## config.mk

```make
export PLATFORM = sky130hd
export DESIGN_NAME = alu_rf_sequencer
export DESIGN_NICKNAME = d
export VERILOG_FILES = /design/src/rtl/alu_rf_sequencer.sv
export SDC_FILE = /design/constraint.sdc
export NUM_CORES = 1
export LEC_CHECK = 0
export CORE_UTILIZATION = 29
export DETAILED_ROUTE_END_ITERATION = 8
export GPL_TIMING_DRIVEN = 0
export HOLD_SLACK_MARGIN = 0.05
export MAX_ROUTING_LAYER = met4
export REMOVE_ABC_BUFFERS = 1
export SYNTH_ARGS = -nofsm -noshare
export SYNTH_HDL_FRONTEND = slang
export SYNTH_SLANG_ARGS = --single-unit
```

## constraint.sdc

```tcl
create_clock -name clk -period 3.3 [get_ports clk]
set_input_delay 0.495 -clock clk [delete_from_list [all_inputs] [get_ports clk]]
set_output_delay 0.495 -clock clk [all_outputs]
set_load 0.01 [all_outputs]
```

## src/rtl/alu_rf_sequencer.sv

```systemverilog
// Instruction sequencer for the 8-bit ALU / 8x8 register-file datapath.
// Queues 16-bit instructions in a small FIFO and runs each one as a fixed
// multi-cycle sequence on the datapath: LDI, EXEC [+ WB], DONE.
module alu_rf_sequencer #(
  parameter int unsigned FIFO_DEPTH = 4
) (
  input  logic        clk,
  input  logic        rst_n,
  input  logic [15:0] instr_in,
  input  logic        instr_valid,
  output logic        instr_ready,
  output logic [2:0]  dp_opcode,
  output logic [7:0]  dp_data_in,
  output logic [2:0]  dp_rd_addr1,
  output logic [2:0]  dp_rd_addr2,
  output logic [2:0]  dp_wr_addr,
  output logic        dp_wr_en,
  output logic        dp_c_in,
  input  logic [8:0]  dp_alu_out,
  output logic [7:0]  result,
  output logic        carry_flag,
  output logic        done,
  output logic        busy
);

  localparam int unsigned PTR_W = $clog2(FIFO_DEPTH);
  localparam int unsigned CNT_W = PTR_W + 1;

  typedef enum logic [2:0] {
    S_IDLE = 3'd0,
    S_LDI  = 3'd1,
    S_EXEC = 3'd2,
    S_WB   = 3'd3,
    S_DONE = 3'd4
  } state_e;

  logic [15:0]      fifo_mem [FIFO_DEPTH];
  logic [15:0]      fifo_head;
  logic [PTR_W-1:0] wr_ptr_q, wr_ptr_d;
  logic [PTR_W-1:0] rd_ptr_q, rd_ptr_d;
  logic [CNT_W-1:0] count_q, count_d;
  logic             ready_q;
  logic             push;
  logic             pop;

  state_e           state_q, state_d;
  logic [15:0]      instr_q, instr_d;
  logic [7:0]       result_q, result_d;
  logic             carry_q, carry_d;
  logic             done_q;
  logic             busy_q;
  logic             wr_en_c;
  logic             c_in_c;

  assign push      = instr_valid & ready_q;
  assign fifo_head = fifo_mem[rd_ptr_q];

  // FIFO storage; contents need no reset because the pointers do
  always_ff @(posedge clk) begin
    if (push) begin
      fifo_mem[wr_ptr_q] <= instr_in;
    end
  end

  // FIFO pointer/count next state; power-of-two depth gives natural wrap
  always_comb begin
    wr_ptr_d = wr_ptr_q;
    rd_ptr_d = rd_ptr_q;
    count_d  = count_q;
    if (push) begin
      wr_ptr_d = wr_ptr_q + PTR_W'(1);
    end
    if (pop) begin
      rd_ptr_d = rd_ptr_q + PTR_W'(1);
    end
    case ({push, pop})
      2'b10:   count_d = count_q + CNT_W'(1);
      2'b01:   count_d = count_q - CNT_W'(1);
      default: count_d = count_q;
    endcase
  end

  // Next-state, instruction latch and architectural result/carry updates
  always_comb begin
    state_d  = state_q;
    instr_d  = instr_q;
    result_d = result_q;
    carry_d  = carry_q;
    pop      = 1'b0;
    case (state_q)
      S_IDLE: begin
        if (count_q != '0) begin
          pop     = 1'b1;
          instr_d = fifo_head;
          state_d = fifo_head[15] ? S_LDI : S_EXEC;
        end
      end
      S_LDI: begin
        result_d = instr_q[7:0];
        state_d  = S_DONE;
      end
      S_EXEC: begin
        result_d = dp_alu_out[7:0];
        carry_d  = dp_alu_out[8];
        state_d  = instr_q[1] ? S_DONE : S_WB;
      end
      S_WB:    state_d = S_DONE;
      S_DONE:  state_d = S_IDLE;
      default: state_d = S_IDLE;
    endcase
  end

  // Datapath strobes depend only on registered state, never on dp_alu_out
  always_comb begin
    wr_en_c = 1'b0;
    c_in_c  = 1'b0;
    case (state_q)
      S_LDI:   wr_en_c = 1'b1;
      S_EXEC:  c_in_c  = instr_q[2] & carry_q;
      S_WB:    wr_en_c = 1'b1;
      default: begin
        wr_en_c = 1'b0;
        c_in_c  = 1'b0;
      end
    endcase
  end

  // State, FIFO bookkeeping and registered status outputs
  always_ff @(posedge clk) begin
    if (!rst_n) begin
      state_q  <= S_IDLE;
      instr_q  <= '0;
      result_q <= '0;
      carry_q  <= 1'b0;
      done_q   <= 1'b0;
      busy_q   <= 1'b0;
      ready_q  <= 1'b1;
      wr_ptr_q <= '0;
      rd_ptr_q <= '0;
      count_q  <= '0;
    end else begin
      state_q  <= state_d;
      instr_q  <= instr_d;
      result_q <= result_d;
      carry_q  <= carry_d;
      done_q   <= (state_d == S_DONE);
      busy_q   <= (state_d != S_IDLE) || (count_d != '0);
      ready_q  <= (count_d != CNT_W'(FIFO_DEPTH));
      wr_ptr_q <= wr_ptr_d;
      rd_ptr_q <= rd_ptr_d;
      count_q  <= count_d;
    end
  end

  // Datapath fields come straight from the latched instruction; LDI and ALU
  // place dst at different bit positions
  assign dp_opcode   = instr_q[14:12];
  assign dp_rd_addr1 = instr_q[8:6];
  assign dp_rd_addr2 = instr_q[5:3];
  assign dp_wr_addr  = instr_q[15] ? instr_q[10:8] : instr_q[11:9];
  assign dp_data_in  = (state_q == S_WB) ? result_q : instr_q[7:0];
  // Reset suppresses an in-flight register write in the same cycle
  assign dp_wr_en    = wr_en_c & rst_n;
  assign dp_c_in     = c_in_c;

  assign instr_ready = ready_q;
  assign result      = result_q;
  assign carry_flag  = carry_q;
  assign done        = done_q;
  assign busy        = busy_q;

endmodule

```

==> impl_metrics.toml, run 1 <==
[run]
maxCapViolCount = 0

[cts]
tritoncts = "yes"
clk_pin_slew_ns = 0.07
h-tree-depth = 3
cts_root_buf = "clkbuf_16"
cts_sinks = 104
clkLatencyLatePin_ns = 0.35
cts_buffers = 9
holdBufCountCts = 0
clk_path_buf_depth = 2

[critical_path]
worstPathArrival_ns = 2.62
worst-path-max-fanout = 24
crit_path_end_kind = "primary output"
critPathKind = "reg -> out"
crit_required_ns = 2.80
startpoint_type = "register"

[sta]
fin_worst_skew_ns = 0.00697
final_hold_viol_count = 0
holdWs_ns = 0.483
tns_ns = 0
setup_viol = 0
period_needed_ns = 3.11
maxSlewViolCount = 0
fmax_ghz = 0.321
period_share_pct = 94.3
rsz0062_at_grt = "no"
slew_headroom_pct = 13.9
worstMarginPinSlew_ns = 1.28

[global_route]
overflow = 0
grt_first_pass_wirelength_um = 13300
grtUsageTotal_pct = 12.1
first_global_vias = 2491
grt_max_degree = 32
antenna_found_initial = 0

[synth]
synth_area_leaders = "edfxtp_1, dfxtp_1, mux4_2, a21oi_1, mux2_2"
ys_warn_count = 0
synthDominantCellAreaShare_pct = 44.7
syn_area_um2 = 4300
synth.avg_cell_area_um2 = 14.4
synth_cell_types = 39
synth_edf_count = 64
seq_area_frac_synth_pct = 63.3
synth-main-ff-cell = "edfxtp_1"
ys_ff_latch = 104
syn_inst = 299
synth_top_area_cell = "edfxtp_1"
synthArstFlopShare_pct = 0

[power]
swShare_pct = 34.0
p_switching_mw = 1.67
power_frac_comb_pct = 37.7
leakagePower_nw = 1.84
seq_power_share_pct = 39.4
power_density_nw_per_um2 = 916
vdd_drop_max_mv = 0.377
p_int_mw = 3.24
power_mw = 4.91
power_frac_clock_pct = 22.9

[final_layout]
utilization_pct = 37.0
fillers = 1389
synthToLayoutAreaGrowth_pct = 24.5
nNetsFinal = 380
drive_gt1_share_pct = 17.1
antennaDiodeCount = 0
multiInputGateArea_um2 = 1390
register_area_um2 = 2720
stdcell_count = 535

[floorplan]
die-area_um2 = 15300
fp-row-count = 44
die_h_um = 124
coreArea_um2 = 14500
initial_core_util_pct = 29.7
io_pins = 62
die_w_um = 124

[routing]
via_per_inst = 4.85
wl_per_cell_um = 16.5
ant_nets = 0
firstDrtPassIters = 4
drtIter0Drc = 170
wirelength_um = 8840
remaining_drc_errors = 0
vias = 2596

[placement]
io_buffers = 61
dp_hpwl_um = 5420
numPlacedInstances = 515
gp_congestion = 0.709

[run_status]
status = "completed"

[worst_hold_path]
hold_path_class = "reg -> reg"
## flip-flops by register name (all words and copies together) (netlist names), 2 cells and up, named ones only
register,flops
rd_ptr_q,2
wr_ptr_q,2
fifo_mem,64
count_q,3
instr_q,16
state_q,3
result,8
## cell type report
type	count	area share, %
Sequential cell	104	50.8
Multi-Input combinational cell	156	26.0
Timing Repair Buffer	65	12.1
Tap cell	184	4.30
Clock buffer	9	4.21
Clock inverter	7	1.82
Inverter	9	0.701
Timing Repair inverter	1	0.0935
## power by group through the flow
stage                     combinational [mW]  sequential, mW  clock, mW
after detailed placement                1.79            1.96          0
after CTS                               1.81            1.94       1.15
after global placement                  1.74            1.95          0
final                                   1.85            1.94       1.12
after global routing                    2.00            1.98       1.20
after floorplan                         1.09            1.91          0
## repair_timing
| action | CTS | global route |
|---|---|---|
| setup endpoints to repair | 2 | 2 |
| cloned | 0 | 1 |
| resized for setup | 1 | 2 |
| endpoints found under the hold margin | 0 | 0 |
| pin swaps | 0 | 1 |
| buffers inserted | 0 | 3 |
## stage by stage
step	setup WS, ns	area (um2)
after floorplan	0.474	4140
after global placement	-0.136	4980
after detailed placement	-0.136	4990
after CTS	0.123	5320
after global routing	0.0768	5360
final	0.189	5360
## synth_stat cells, drive strengths merged, types with 2 or more instances
master and number:
buf 15, and3 4, nand2 4, nand3 18, ha 5, inv 9, o21ai 19, mux4 16
a21oi 25, mux2 19, nor2 5, o21bai 8, or3 4, edfxtp 64, nor3 4, or3b 2
nand3b 2, clkbuf 15, xnor2 2, o311a 8, dfxtp 40, xor2 2
## cell usage in the layout (no fill, tap or decap), drive strengths merged, types with 3 or more instances in the layout
| cell type | synthesis | routed |
|---|---|---|
| clkdlybuf4s50 | 0 | 60 |
| o21bai | 8 | 8 |
| mux4 | 16 | 16 |
| ha | 5 | 5 |
| inv | 9 | 11 |
| dfxtp | 40 | 40 |
| or3 | 4 | 4 |
| nand2 | 4 | 4 |
| and3 | 4 | 4 |
| nor3 | 4 | 4 |
| mux2 | 19 | 19 |
| buf | 15 | 4 |
| clkbuf | 15 | 9 |
| clkinv | 0 | 3 |
| edfxtp | 64 | 64 |
| nor2 | 5 | 5 |
| nand3 | 18 | 18 |
| a21oi | 25 | 25 |
| o311a | 8 | 8 |
| o21ai | 19 | 19 |
## worst max-delay path, cell delays in order (launching register included)
cell,delay [ns]
dfxtp_1,0.92
nand3b_1,0.46
mux2_2,0.40
clkdlybuf4s50_1,0.48
## per-layer routing
| layer | vias up | track usage, % | part of all wire, % |
|---|---|---|---|
| li1 | 1224 | - | - |
| met1 | 1301 | 15.7 | 48 |
| met2 | 63 | 18.4 | 46 |
| met3 | 8 | 3.07 | 4.7 |
| met4 | 0 | 3.61 | 1.2 |
| met5 | - | - | 0 |
## cells by family after synthesis
logic type                 after synthesis  share of synthesized area, %
buffers and inverters                   39                          4.68
adders and majority gates                6                          1.92
DFF                                    104                          63.3
xor gates and xnor gates                 4                         0.814
muxes                                   36                          14.2
and+or+nand+nor                         46                          5.93
AOI/OAI and AO/OA                       64                          9.19
## path summary, 6_finish.rpt
kind	startpoint	to	slack, ns	depth (start not counted)
min reg2reg	rd_ptr_q[1]	register	0.48	2
min	rd_ptr_q[1]	register	0.48	2
max reg2reg	count_q[0]	instr_ready	0.45	9
max	state_q[2]	dp_data_in[4]	0.19	3
No activity file was read; power rests on OpenSTA's default activity.
==> run 2: changes to the inputs <==
- clock period: 3.3 -> 2.8 ns (I/O delays scaled with it)
==> impl_metrics.toml, run 2 (synthesized netlist as in run 1, its figures left out) <==
[final_layout]
max_flop_register = "fifo_mem"
fin_area_um2 = 5370
synthToLayoutAreaGrowth_pct = 24.9
mostFrequentLayoutCells = "edfxtp_1, clkdlybuf4s50_1, dfxtp_1, a21oi_1, nand3_1"
utilization_pct = 37.1
fillers = 1390
largest_reg_flops = 64
nNetsFinal = 380
layout_commonest_cell = "edfxtp_1"
stdcell_count = 535
antennaDiodeCount = 0
drive_gt1_share_pct = 17.7

[critical_path]
crit_path_end_kind = "primary output"
worst-path-max-fanout = 24
r2r_end = "instr_ready"
startpoint_type = "register"
crit_required_ns = 2.38
r2r_setup_slack_ns = 0.30
worstPathArrival_ns = 2.18
critPathKind = "reg -> out"
ff2ff_path_depth = 9
crit-reg2reg-launch = "count_q[0]"

[floorplan]
initial_core_util_pct = 29.7
die_w_um = 124
io_pins = 62
coreArea_um2 = 14500
die_h_um = 124
fp-row-count = 44
die-area_um2 = 15300

[routing]
vias = 2565
wl_per_cell_um = 16.5
via_per_inst = 4.79
firstDrtPassIters = 4
ant_nets = 0
remaining_drc_errors = 0
wirelength_um = 8830
drtIter0Drc = 151

[worst_hold_path]
hold_path_class = "reg -> reg"
whs_path_depth = 2
hp-start = "rd_ptr_q[1]"

[global_route]
grt_first_pass_wirelength_um = 13700
overflow = 0
antenna_found_initial = 0
grtUsageTotal_pct = 12.5
first_global_vias = 2502
grt_max_degree = 25

[cts]
clkLatencyLatePin_ns = 0.35
cts_root_buf = "clkbuf_16"
clk_pin_slew_ns = 0.07
cts_buffers = 9
h-tree-depth = 3
cts_sinks = 104
tritoncts = "yes"
clk_path_buf_depth = 2

[sta]
period_share_pct = 92.7
worstMarginPinSlew_ns = 1.29
rsz0062_at_grt = "no"
period_needed_ns = 2.60
maxSlewViolCount = 0
fmax_ghz = 0.385
final_hold_viol_count = 0
slew_headroom_pct = 13.5
setup_viol = 0
tns_ns = 0
fin_worst_skew_ns = 0.00734
holdWs_ns = 0.486

[power]
power_frac_clock_pct = 22.9
p_switching_mw = 1.94
power_density_nw_per_um2 = 1070
power_frac_comb_pct = 37.4
p_int_mw = 3.80
vdd_drop_max_mv = 0.447
leakagePower_nw = 1.85
seq_power_share_pct = 39.7
swShare_pct = 33.8

[placement]
numPlacedInstances = 515
io_buffers = 61
dp_hpwl_um = 5420
place_area_um2 = 4990
gp_congestion = 0.709

[run_status]
status = "completed"

[run]
maxCapViolCount = 0
-- run 2: cell count changes in the layout (fill, tap and decap cells not counted) --
cell	change
or3_4	+1
dfxtp_2	+1
dfxtp_1	-1
buf_4	-1
buf_12	+1
or3_1	-1
-- run 2: how the worst max path moves through the flow --
| stage | start | endpoint | slack [ns] | cells past startpoint |
|---|---|---|---|---|
| floorplan | state_q[2] | instr_ready | -0.03 | 9 |
| global placement | state_q[2] | instr_ready | -0.64 | 9 |
| detailed placement | state_q[2] | instr_ready | -0.64 | 9 |
| CTS | state_q[2] | dp_data_in[4] | 0.05 | 3 |
| finish | state_q[2] | dp_data_in[4] | 0.20 | 4 |
| global route | state_q[2] | dp_data_in[4] | 0.12 | 4 |
-- run 2: critical path, cell delays in order, from the launching register on --
cell and delay [ns]:
dfxtp_2 0.64, nand3b_1 0.22, buf_12 0.14, mux2_2 0.34, clkdlybuf4s50_1 0.48
-- run 2: power by group through the flow --
stage	clock network (mW)	logic, mW	registers, mW
floorplan	0	1.29	2.25
global placement	0	2.05	2.30
detailed placement	0	2.11	2.31
CTS	1.36	2.16	2.29
global route	1.41	2.34	2.34
finish	1.31	2.15	2.28
-- run 2: final cells by class --
type,count,area (um2),share of cell area [%]
Timing Repair Buffer,65,659,12.3
Sequential cell,104,2720,50.7
Clock inverter,7,97.6,1.82
Inverter,9,37.5,0.698
Timing Repair inverter,1,5.00,0.0931
Tap cell,184,230,4.28
Clock buffer,9,225,4.19
Multi-Input combinational cell,156,1400,26.0
-- run 2: timing repair --
action                                  in CTS  in global routing
gates resized for setup                      4                  1
buffers inserted                             2                  1
hold buffers                                 0                  0
endpoints found under the setup margin      13                  7
gates cloned                                 1                  0
pin swaps                                    1                  0
-- run 2: per-layer routing --
metal  global-route usage, %  routed length, um  part of all wire (%)
met5                       -                  0                     0
met4                    3.61                 89                   1.0
met3                    3.07                437                   4.9
met2                    19.2               4180                    47
met1                    16.2               4130                    47
-- run 2: per-stage QoR --
stage / total power [mW] / setup slack, ns
3_5_place_dp: 4.42 / -0.636
3_3_place_gp: 4.34 / -0.636
4_1_cts: 5.81 / 0.0549
2_1_floorplan: 3.54 / -0.0259
6_report: 5.74 / 0.205
5_1_grt: 6.10 / 0.118
